--- config.mk ---
export PLATFORM = sky130hd
export DESIGN_NAME = sp_sram_arbiter
export DESIGN_NICKNAME = d
export VERILOG_FILES = /design/src/rtl/sp_arb_pkg.sv /design/src/rtl/sp_rr_picker.sv /design/src/rtl/sp_sram_arbiter.sv
export SDC_FILE = /design/constraint.sdc
export NUM_CORES = 1
export LEC_CHECK = 0
export CAP_MARGIN = 20
export CORE_AREA = 2 2 85 87
export DETAILED_ROUTE_END_ITERATION = 6
export DIE_AREA = 0 0 87 89
export HOLD_SLACK_MARGIN = 0.02
export PLACE_DENSITY = 0.81
export SYNTH_ARGS = -nofsm -noshare
export SYNTH_HDL_FRONTEND = slang
export SYNTH_SLANG_ARGS = --single-unit
--- constraint.sdc ---
create_clock -name clk -period 2.2 [get_ports clk]
set_input_delay 0.44 -clock clk [delete_from_list [all_inputs] [get_ports clk]]
set_output_delay 0.44 -clock clk [all_outputs]
set_load 0.05 [all_outputs]
--- src/rtl/sp_arb_pkg.sv ---
// sp_arb_pkg: shared constants, width helper and read-pipeline entry type for the SRAM arbiter
package sp_arb_pkg;
  localparam int PRIO_RR = 0;
  localparam int PRIO_FIXED = 1;
  localparam int CH_ID_W = 3;
  function automatic int clog2(input int v);
    int r;
    r = 0;
    while ((1 << r) < v) r++;
    return (r < 1) ? 1 : r;
  endfunction
  typedef struct packed {
    logic valid;
    logic [CH_ID_W-1:0] ch_id;
  } rd_ent_t;
endpackage

--- src/rtl/sp_rr_picker.sv ---
// sp_rr_picker: one-hot rotate-priority picker, search starts at start (or 0 in fixed mode)
module sp_rr_picker #(
  parameter int NUM_CH = 2,
  parameter int ID_W = 1
) (
  input  logic [NUM_CH-1:0] req,
  input  logic [ID_W-1:0]   start,
  input  logic              mode,
  output logic [NUM_CH-1:0] win
);
  int base;
  logic [NUM_CH-1:0] cand;
  always_comb begin
    base = mode ? 0 : int'(start);
    win = '0;
    cand = '0;
    for (int i = NUM_CH - 1; i >= 0; i--) begin
      cand = NUM_CH'(1) << ((base + i) % NUM_CH);
      if (|(req & cand)) win = cand;
    end
  end
endmodule

--- src/rtl/sp_sram_arbiter.sv ---
// sp_sram_arbiter: N-channel single-port SRAM arbiter with RR/fixed priority, bounded lock and read return
module sp_sram_arbiter
  import sp_arb_pkg::*;
#(
  parameter int NUM_CH = 2,
  parameter int ADDR_W = 16,
  parameter int DATA_W = 32,
  parameter int RD_LAT = 1,
  parameter int PRIO_MODE = 0,
  parameter int MAX_LOCK = 8
) (
  input  logic                     clk,
  input  logic                     reset,
  input  logic [NUM_CH-1:0]        req,
  input  logic [NUM_CH-1:0]        we,
  input  logic [NUM_CH*ADDR_W-1:0] addr,
  input  logic [NUM_CH*DATA_W-1:0] wdata,
  input  logic [NUM_CH-1:0]        lock,
  output logic [NUM_CH-1:0]        gnt,
  output logic [NUM_CH-1:0]        rvalid,
  output logic [DATA_W-1:0]        rdata,
  output logic [ADDR_W-1:0]        sram_ADDR,
  output logic [DATA_W-1:0]        sram_DI,
  output logic                     sram_EN,
  output logic                     sram_WE,
  input  logic [DATA_W-1:0]        sram_DO
);
  localparam int ID_W = clog2(NUM_CH);
  localparam int LC_W = clog2(MAX_LOCK + 1);
  logic [ID_W-1:0] last_winner, lock_own, start, win_id;
  logic [LC_W-1:0] lock_cnt;
  logic lock_act, lock_hit;
  logic [NUM_CH-1:0] pick;
  rd_ent_t pipe [RD_LAT];
  assign start = (int'(last_winner) == NUM_CH - 1) ? '0 : last_winner + ID_W'(1);
  assign lock_hit = lock_act && req[lock_own] && (lock_cnt < LC_W'(MAX_LOCK));
  sp_rr_picker #(.NUM_CH(NUM_CH), .ID_W(ID_W)) u_picker (
    .req(req),
    .start(start),
    .mode(PRIO_MODE == PRIO_FIXED),
    .win(pick)
  );
  always_comb begin
    gnt = reset ? '0 : lock_hit ? NUM_CH'(1) << lock_own : pick;
    win_id = '0;
    sram_WE = 1'b0;
    sram_ADDR = '0;
    sram_DI = '0;
    for (int i = 0; i < NUM_CH; i++)
      if (gnt[i]) begin
        win_id = ID_W'(i);
        sram_WE = we[i];
        sram_ADDR = addr[i*ADDR_W +: ADDR_W];
        sram_DI = wdata[i*DATA_W +: DATA_W];
      end
    sram_EN = |(req & gnt);
  end
  assign rvalid = (!reset && pipe[RD_LAT-1].valid) ? NUM_CH'(1) << pipe[RD_LAT-1].ch_id : '0;
  assign rdata = sram_DO;
  always_ff @(posedge clk) begin
    if (reset) begin
      last_winner <= ID_W'(NUM_CH - 1);
      lock_own <= '0;
      lock_act <= 1'b0;
      lock_cnt <= '0;
      for (int i = 0; i < RD_LAT; i++) pipe[i] <= '0;
    end else begin
      if (sram_EN) begin
        last_winner <= win_id;
        lock_own <= win_id;
        lock_act <= lock[win_id];
        lock_cnt <= lock_hit ? lock_cnt + LC_W'(1) : '0;
      end else begin
        lock_act <= 1'b0;
        lock_cnt <= '0;
      end
      pipe[0] <= '{valid: sram_EN & ~sram_WE, ch_id: CH_ID_W'(win_id)};
      for (int i = 1; i < RD_LAT; i++) pipe[i] <= pipe[i-1];
    end
  end
endmodule

==> summary.md <==
| Metric | Value |
|---|---|
| Final Cycle Share | `99.53%` |
| Status | `finished, final reports clean` |
| Switching power share of the total | `43.91%` |
| P_sw | `0.6052 mW` |
| # IOs | `222` |
| Vias in the first global route | `2168` |
| Placed cell areas | `3491 µm²` |
| Pwr per Cell Area | `363.8 nW/µm²` |
| Clk_lat worst skew | `230 ps` |
| Worst hold path depth | `1` |
| Pre-antenna DRT Iters | `4` |
| Reg clk slew, reported paths | `40 ps` |
| Cell row count | `30` |
| Fin Setup TNS | `0 ps` |
| Largest cells by area after synthesis | `o32ai_1 (23%), nand2b_1 (18%), buf_4 (14%), inv_1 (11%), dfxtp_1 (10%)` |
| Peak supply drop | `0.0001694 V` |
| Placement Setup Slack | `-324.0 ps` |
| Share of cells above drive strength 1 | `36.60%` |
| GRT overflow | `0` |
| Clock Sinks | `9` |
| Synth-to-Final Area Change | `112.3%` |
| Initial core utilization | `26.55%` |
| Root Driver | `clkbuf_8` |
| Data required time of the critical path | `1760 ps` |
| Syn nets | `383` |
| WHS | `447.6 ps` |
| Most used cell along the critical path | `buf_4` |
| CTS Buf Count | `3` |
| Seq pwr share | `12.9%` |
| Measured slew at the worst slew-check pin | `446.4 ps` |
| DP Cell Count | `447` |
| FF-to-FF Start | `lock_act$_SDFF_PP0_` |
| Final Hold Viols | `0` |
| Final GP Congestion | `0.7392` |
| Leakage power | `1.595 nW` |
| Antenna cells | `0` |
| Nets | `515` |
| First-pass GRT wire length | `9.832 mm` |
| Reg2Reg Setup Slack | `820 ps` |
| Total of max-cap violations | `0` |
| Peak fanout along the critical path | `15` |
| Crit-path slowest cell | `buf_4` |
| Layout Skew | `3.700 ps` |
| Maximum clock rate | `0.4567 GHz` |
| Setup ws final | `10.23 ps` |
| Part of the Yosys area used for sequential elements | `10.10%` |
| Syn Area/Cell | `7.253 µm²` |
| Synth warn | `0` |
| DRC Markers | `0` |
| Yosys top cell by area | `o32ai_1` |
| Hold Startpoint | `lock_cnt[0]$_SDFF_PP0_` |
| CP Cell Sequence | `clkdlybuf4s15_2 -> nand4b_1 -> o311ai_4 -> buf_4 -> buf_12 -> o32ai_1 -> buf_4` |
| Die Ht | `89 µm` |
| DPL Wire Length | `5.004 mm` |
| Fin cells | `457` |
| Core area | `6719 µm²` |
| Max incr delay on CP | `250 ps` |
| Drt wl/cell | `14.61 µm` |
| Internal power | `0.7730 mW` |
| Synth Instances | `246` |
| Fin crit period | `2190 ps` |
| Worst rel slew slack | `70.24%` |
| WL final | `6.676 mm` |
| PortBufs | `157` |
| Pwr Total | `1.378 mW` |
| Pins Over Slew Limit | `0` |
| Initial antenna violation count | `0` |
| Largest net degree at the start of global routing | `39` |
| Unrepaired setup endpoints after global routing | `yes` |
| # H-tree levels | `1` |
| #FFs+latches synth | `9` |
| Clock power share | `13.6%` |
| Die X | `87 µm` |
| Antenna-violating nets left | `0` |
| Startpoint types | `primary input` |
| R2R depth | `5` |
| Arr. time, crit path | `1750 ps` |
| R2R Path End | `lock_own$_SDFFE_PP0P_` |
| Final design utilization | `56.39%` |
| Yosys cell types | `31` |
| Layout filler cell count | `583` |
| Finished Cell Area | `3789 µm²` |
| Final number of setup-violating endpoints | `0` |
| Critical Path End Type | `primary output` |
| Hold Path Sink | `lock_cnt[0]$_SDFF_PP0_` |
| Tot GR Track Use | `15.56%` |
| Full die area | `7743 µm²` |
| HP Class | `reg2reg` |
| Share of the synthesized area in the top cell type | `23.07%` |
| Drt initial violations | `53` |
| DR vias/cell | `4.742` |
| CTS tree | `yes` |
| Maximum clock path buffer count | `2` |
| Mapped Area | `1784 µm²` |
| WS Path Type | `in2out` |
| Routed vias | `2167` |
| Logic gate share of total power | `73.6%` |
-- synth_stat cells, drive strengths merged --
master	n
mux2	1
and3b	1
nand4bb	1
clkbuf	11
nand2	1
and2	1
inv	53
buf	44
nor3b	1
o21bai	1
a21oi	2
nand3	1
o211ai	1
dfxtp	9
o32ai	51
xnor2	1
o21ai	1
nand3b	1
ha	1
nand2b	50
or2	1
nor2	9
nor2b	1
nand4b	1
o311ai	1
-- state kept, by name (all words and copies together), names as in the netlist --
| signal | flops |
|---|---|
| lock_cnt | 4 |
| pipe | 2 |
| last_winner | 1 |
| lock_act | 1 |
| lock_own | 1 |
-- how the worst max path moves through the flow --
stage	from	to	slack [ps]	cells past startpoint
final	req[1]	sram_DI[22]	10	7
after global routing	lock_act$_SDFF_PP0_	sram_DI[16]	-50	6
after CTS	req[0]	sram_DI[11]	-10	7
after detailed placement	req[1]	sram_DI[11]	-320	7
after global placement	req[0]	sram_DI[11]	-270	7
after floorplan	req[0]	sram_DI[21]	-430	4
-- metal layers --
metal | part of all wire, % | up-vias | global-route usage, %
li1 | - | 1067 | -
met2 | 52 | 96 | 28.24
met1 | 38 | 986 | 17.23
met3 | 7.6 | 18 | 5.078
met4 | 2.0 | 0 | 4.830
met5 | 0 | - | 0
-- critical path, delay by kind of cell --
kind	cells	cell delay (ps)
buffers and inverters	4	810
AO/OA/AOI/OAI	2	300
AND/OR/NAND/NOR	1	200
-- power groups by stage --
stage                     clock network [mW]  logic, mW  registers (mW)
after floorplan                            0      0.718           0.179
after global placement                     0      0.927           0.180
after detailed placement                   0      0.938           0.181
after CTS                              0.195      0.978           0.178
after global routing                   0.204       1.07           0.179
final                                  0.187       1.01           0.178
-- area by class of cell --
cell class	instances	area, µm²	share of cell area [%]
multi-input cells	129	1405	37.09
inverters	53	198.9	5.251
well taps	80	100.1	2.642
flip-flops and latches	9	183.9	4.855
clock buffers	4	45.04	1.189
repair buffers	182	1856	48.98
-- placed cells by master, fill, tap and decap left out, types with 2 or more instances in the layout --
cell	count
buf_6	20
dfxtp_1	8
a21oi_1	2
o32ai_2	37
o32ai_4	7
o32ai_1	7
nor2_1	9
nand2b_1	50
buf_4	48
clkdlybuf4s50_1	100
buf_12	10
inv_1	52
clkbuf_8	3
-- cell families after synthesis --
| kind of cell | synth area share [%] |
|---|---|
| AO/OA/AOI/OAI | 30.15 |
| XOR/XNOR | 0.4910 |
| adder cells (fa/ha/maj) | 0.7012 |
| buffers and inverters | 34.08 |
| flip-flops | 10.10 |
| multiplexers | 0.6311 |
| AND/OR/NAND/NOR | 23.84 |
-- timing repair --
item,CTS,global route
endpoints found under the setup margin,51,28
buffers inserted,2,2
gates resized for setup,21,16
cloned,1,1
hold buffers,0,0
pin swaps,4,5
No activity file was read; power rests on OpenSTA's default activity.
